===== src/rtl/uart_tx_fifo.sv =====
// 8N1 UART transmitter on a 16x baud clock, fed by a small circular write FIFO.
// Frames stream back-to-back whenever the FIFO still holds data when a stop bit ends.
module uart_tx_fifo #(
  parameter int FIFO_DEPTH = 4
) (
  input  logic       clk_16x_bps,
  input  logic       rst,
  input  logic       wr_en,
  input  logic [7:0] din,
  input  logic       ovf_clr,
  output logic       tx,
  output logic       full,
  output logic       empty,
  output logic       busy,
  output logic       ovf
);

  localparam int PW = $clog2(FIFO_DEPTH);
  localparam int CW = PW + 1;

  typedef enum logic [1:0] {IDLE, START, DATA, STOP} state_t;

  state_t          state_q, state_d;
  logic [3:0]      tick_q, tick_d;
  logic [2:0]      bitpos_q, bitpos_d;
  logic [7:0]      shift_q, shift_d;
  logic            tx_q, tx_d;
  logic            ovf_q, ovf_d;
  logic [PW-1:0]   wr_ptr_q, wr_ptr_d;
  logic [PW-1:0]   rd_ptr_q, rd_ptr_d;
  logic [CW-1:0]   count_q, count_d;
  logic [7:0]      mem_q [FIFO_DEPTH];
  logic [7:0]      mem_d [FIFO_DEPTH];
  logic            push, pop;

  assign full  = (count_q == CW'(FIFO_DEPTH));
  assign empty = (count_q == '0);
  assign busy  = (state_q != IDLE) || !empty;
  assign tx    = tx_q;
  assign ovf   = ovf_q;
  assign push  = wr_en && !full;

  always_comb begin
    state_d  = state_q;
    tick_d   = tick_q;
    bitpos_d = bitpos_q;
    shift_d  = shift_q;
    pop      = 1'b0;
    case (state_q)
      IDLE: begin
        if (!empty) begin
          pop     = 1'b1;
          shift_d = mem_q[rd_ptr_q];
          tick_d  = 4'd0;
          state_d = START;
        end
      end
      START: begin
        tick_d = tick_q + 4'd1;
        if (tick_q == 4'd15) begin
          tick_d   = 4'd0;
          bitpos_d = 3'd0;
          state_d  = DATA;
        end
      end
      DATA: begin
        tick_d = tick_q + 4'd1;
        if (tick_q == 4'd15) begin
          tick_d  = 4'd0;
          shift_d = {1'b0, shift_q[7:1]};
          if (bitpos_q == 3'd7) state_d = STOP;
          else                  bitpos_d = bitpos_q + 3'd1;
        end
      end
      STOP: begin
        tick_d = tick_q + 4'd1;
        if (tick_q == 4'd15) begin
          tick_d = 4'd0;
          if (!empty) begin
            pop     = 1'b1;
            shift_d = mem_q[rd_ptr_q];
            state_d = START;
          end else begin
            state_d = IDLE;
          end
        end
      end
      default: state_d = IDLE;
    endcase

    // tx is registered from the next state so the line level changes on the edge itself
    tx_d = 1'b1;
    case (state_d)
      START:   tx_d = 1'b0;
      DATA:    tx_d = shift_d[0];
      default: tx_d = 1'b1;
    endcase
  end

  always_comb begin
    mem_d    = mem_q;
    wr_ptr_d = wr_ptr_q;
    rd_ptr_d = rd_ptr_q;
    count_d  = count_q;
    ovf_d    = ovf_q;
    if (push) begin
      mem_d[wr_ptr_q] = din;
      wr_ptr_d        = wr_ptr_q + PW'(1);
    end
    if (pop) rd_ptr_d = rd_ptr_q + PW'(1);
    if (push && !pop)      count_d = count_q + CW'(1);
    else if (!push && pop) count_d = count_q - CW'(1);
    if (wr_en && full)     ovf_d = 1'b1;
    else if (ovf_clr)      ovf_d = 1'b0;
  end

  always_ff @(posedge clk_16x_bps or posedge rst) begin
    if (rst) begin
      state_q  <= IDLE;
      tick_q   <= 4'd0;
      bitpos_q <= 3'd0;
      shift_q  <= 8'd0;
      tx_q     <= 1'b1;
      ovf_q    <= 1'b0;
      wr_ptr_q <= '0;
      rd_ptr_q <= '0;
      count_q  <= '0;
      mem_q    <= '{default: 8'd0};
    end else begin
      state_q  <= state_d;
      tick_q   <= tick_d;
      bitpos_q <= bitpos_d;
      shift_q  <= shift_d;
      tx_q     <= tx_d;
      ovf_q    <= ovf_d;
      wr_ptr_q <= wr_ptr_d;
      rd_ptr_q <= rd_ptr_d;
      count_q  <= count_d;
      mem_q    <= mem_d;
    end
  end

endmodule


===== config.mk =====
export PLATFORM = sky130hd
export DESIGN_NAME = uart_tx_fifo
export DESIGN_NICKNAME = d
export VERILOG_FILES = /design/src/rtl/uart_tx_fifo.sv
export SDC_FILE = /design/constraint.sdc
export NUM_CORES = 1
export LEC_CHECK = 0
export ABC_AREA = 1
export CAP_MARGIN = 20
export CORE_UTILIZATION = 40
export DETAILED_ROUTE_END_ITERATION = 6
export SLEW_MARGIN = 20
export SYNTH_ARGS = -nofsm -noshare
export SYNTH_HDL_FRONTEND = slang
export SYNTH_SLANG_ARGS = --single-unit

===== constraint.sdc =====
create_clock -name clk_16x_bps -period 3.5 [get_ports clk_16x_bps]
set_clock_uncertainty 0.2 [all_clocks]
set_input_delay 0.7 -clock clk_16x_bps [delete_from_list [all_inputs] [get_ports clk_16x_bps]]
set_output_delay 0.7 -clock clk_16x_bps [all_outputs]
set_load 0.005 [all_outputs]

==> flow_summary.json <==
{
  "cts_made_buffers": 9,
  "hold_depth": 2,
  "wl_met1_mm": 3.07,
  "routabilityCongestion": 0.755,
  "hold_end": "mem_q[18]",
  "gr-total-overflow": 0,
  "worstSetupStartpointType": "flop",
  "worst_slack_ps": 495,
  "worstHoldStart": "mem_q[18]",
  "syn-num-nets": 395,
  "dieArea_mm2": 0.00777,
  "ys_types": 29,
  "fin_cells": 491,
  "setup-violations-final": 0,
  "crit_type": "flop to output port",
  "final_common_cell": "nand2_1",
  "clk_path_buf_depth": 2,
  "reg2reg_slack_ps": 760,
  "grt_antenna_before_repair": 0,
  "ios": 17,
  "power.internal_mw": 1.79,
  "fin_crit_ps": 3000,
  "power.density_mw_per_mm2": 898,
  "async_reset_ff_share_pct": 100,
  "drc": 0,
  "worstPathRequired_ps": 2600,
  "cts_tree": "yes",
  "ys.flop_type": "dfrtp_1",
  "wl_per_cell_um": 12.7,
  "path_clk_slew_ps": 70,
  "highest_layer": "met4",
  "endpoint_kind": "output port",
  "post-route-period-util_pct": 85.9,
  "ys_ff_latch": 58,
  "dieHeight_um": 88.1,
  "switching_power_mw": 1.28,
  "hpwl_mm": 4.14,
  "pre_cts_ws_ps": 724,
  "r2r_cells": 11,
  "cts_root_buf": "clkbuf_8",
  "worstMarginPinSlew_ps": 620,
  "final_util_pct": 47.4,
  "vias_per_cell": 4.82,
  "die-width_um": 88.1,
  "yosysSeqAreaShare_pct": 48.9,
  "switching_share_pct": 41.8,
  "pwr-share-clk_pct": 20.7,
  "timing.max_cap.violations": 0,
  "grt_pass1_wl_mm": 10.8,
  "postRouteAntennaNets": 0,
  "layout_common_cells": "108 x nand2_1, 63 x o21ai_0, 57 x dfrtp_1",
  "status": "finished, final reports clean",
  "yosysTopAreaCell": "dfrtp_1",
  "wl_met3_um": 204,
  "clock_latency_ps": 340,
  "cts_resized": 0,
  "cts_hold_buf": 0,
  "netlist_instances": 369,
  "cts_max_level": 3,
  "fmax_ghz": 0.333,
  "track_usage_pct": 18.6,
  "placedCellCount": 475,
  "synth_enable_flop_cells": 0,
  "first_pass_iters": 4,
  "r2r-end": "count_q[2]",
  "io_buffers": 16,
  "syn_to_final_growth_pct": 15.3,
  "drive_above_1_share_pct": 6.63,
  "core_area_mm2": 0.00721,
  "num_vias": 2365,
  "ir_worst_vdd_v": 0.000411,
  "grt_pass1_vias": 2260,
  "drtIter0Drc": 121,
  "p_leak_nw": 1.69,
  "syn_avg_cell_area_um2": 8.04,
  "start_util_pct": 41.1,
  "yosys-top-cells-area": "dfrtp_1 48%, nand2_1 14%, o21ai_0 11%, ha_1 5.5%, nor2_1 4.6%",
  "clock_sinks": 58,
  "p_seq_share_pct": 39.6,
  "rsz0062_at_grt": "no",
  "synth_warnings": 0,
  "hold_viol": 0,
  "wirelength_mm": 6.22,
  "r2r_start": "count_q[0]",
  "grt_max_degree": 43,
  "post_cts_buffers": 0,
  "worstHoldPathType": "flop to flop",
  "maxSlewHeadroom_pct": 58.7,
  "synth.cell_area_mm2": 0.00297,
  "fin_nets": 413,
  "wl_met2_mm": 2.84,
  "combPwrFrac_pct": 39.7,
  "slew_violations": 0,
  "synth_top_area_share_pct": 48.1,
  "n_antenna_cell": 0,
  "setup_tns_ps": 0,
  "path_max_fanout": 12,
  "rows": 31,
  "crit_arrival_ps": 2100
}
-- registers in the layout (all words and copies together), names as in the netlist --
name,count
mem_q,32
ovf,1
bitpos_q,3
rd_ptr_q,2
wr_ptr_q,2
count_q,3
tick_q,4
tx,1
shift_q,8
state_q,2
-- cells by family after synthesis --
logic type | Yosys count | synth area share, %
buf+inv | 46 | 6.41
flops | 58 | 48.9
simple gates | 168 | 23.2
fa+ha+maj | 14 | 6.16
xor+xnor | 6 | 1.77
mux | 1 | 0.379
compound gates | 76 | 13.2
-- cell type report --
cell class	count	area [µm²]
Fill cell	743	3790
Multi-Input combinational cell	265	1330
Sequential cell	58	1450
Clock inverter	6	66.3
Tap cell	99	124
Clock buffer	10	138
Inverter	36	135
Timing Repair Buffer	17	180
-- worst max-delay path, stage by stage, from the launching register on --
cell	delay [ps]
dfrtp_1	420
nor2_1	180
nand2_1	260
nor2_1	310
inv_1	130
clkdlybuf4s50_1	460
-- synthesized netlist by cell type, types with 2 or more instances --
library cell	count
o21ai_0	63
ha_1	13
nor2_1	36
nand3_1	16
inv_1	35
nand2_1	108
dfrtp_1	57
a21oi_1	6
nor2_2	2
buf_2	8
o21a_1	2
o21ai_1	2
xor2_1	5
-- worst max path at each step --
stage | end | depth (start not counted) | start
2_1_floorplan | bitpos_q[0] | 1 | rst
3_3_place_gp | count_q[2] | 9 | wr_en
3_5_place_dp | count_q[2] | 11 | count_q[0]
4_1_cts | busy | 5 | count_q[0]
5_1_grt | busy | 5 | count_q[0]
6_report | busy | 5 | count_q[0]
-- power by group through the flow --
stage / Clock (mW) / Combinational [mW] / Sequential [mW]
global route: 0.679 / 1.43 / 1.26
global placement: 0 / 1.21 / 1.22
CTS: 0.649 / 1.23 / 1.21
finish: 0.637 / 1.22 / 1.22
detailed placement: 0 / 1.22 / 1.22
floorplan: 0 / 0.981 / 1.13
-- stage by stage --
step	area (µm²)	power, mW	hold slack [ps]
2_1_floorplan	2970	2.11	248
3_3_place_gp	3220	2.43	262
3_5_place_dp	3220	2.45	269
4_1_cts	3420	3.09	286
5_1_grt	3420	3.37	307
6_report	3420	3.07	281
-- layer usage --
layer  global-route usage, %  vias up
met5                       0        -
met4                    8.06        0
met3                    4.52       10
met2                    30.2       35
met1                    23.9     1100
li1                        -     1220
Power figures use the tool's default switching activity.
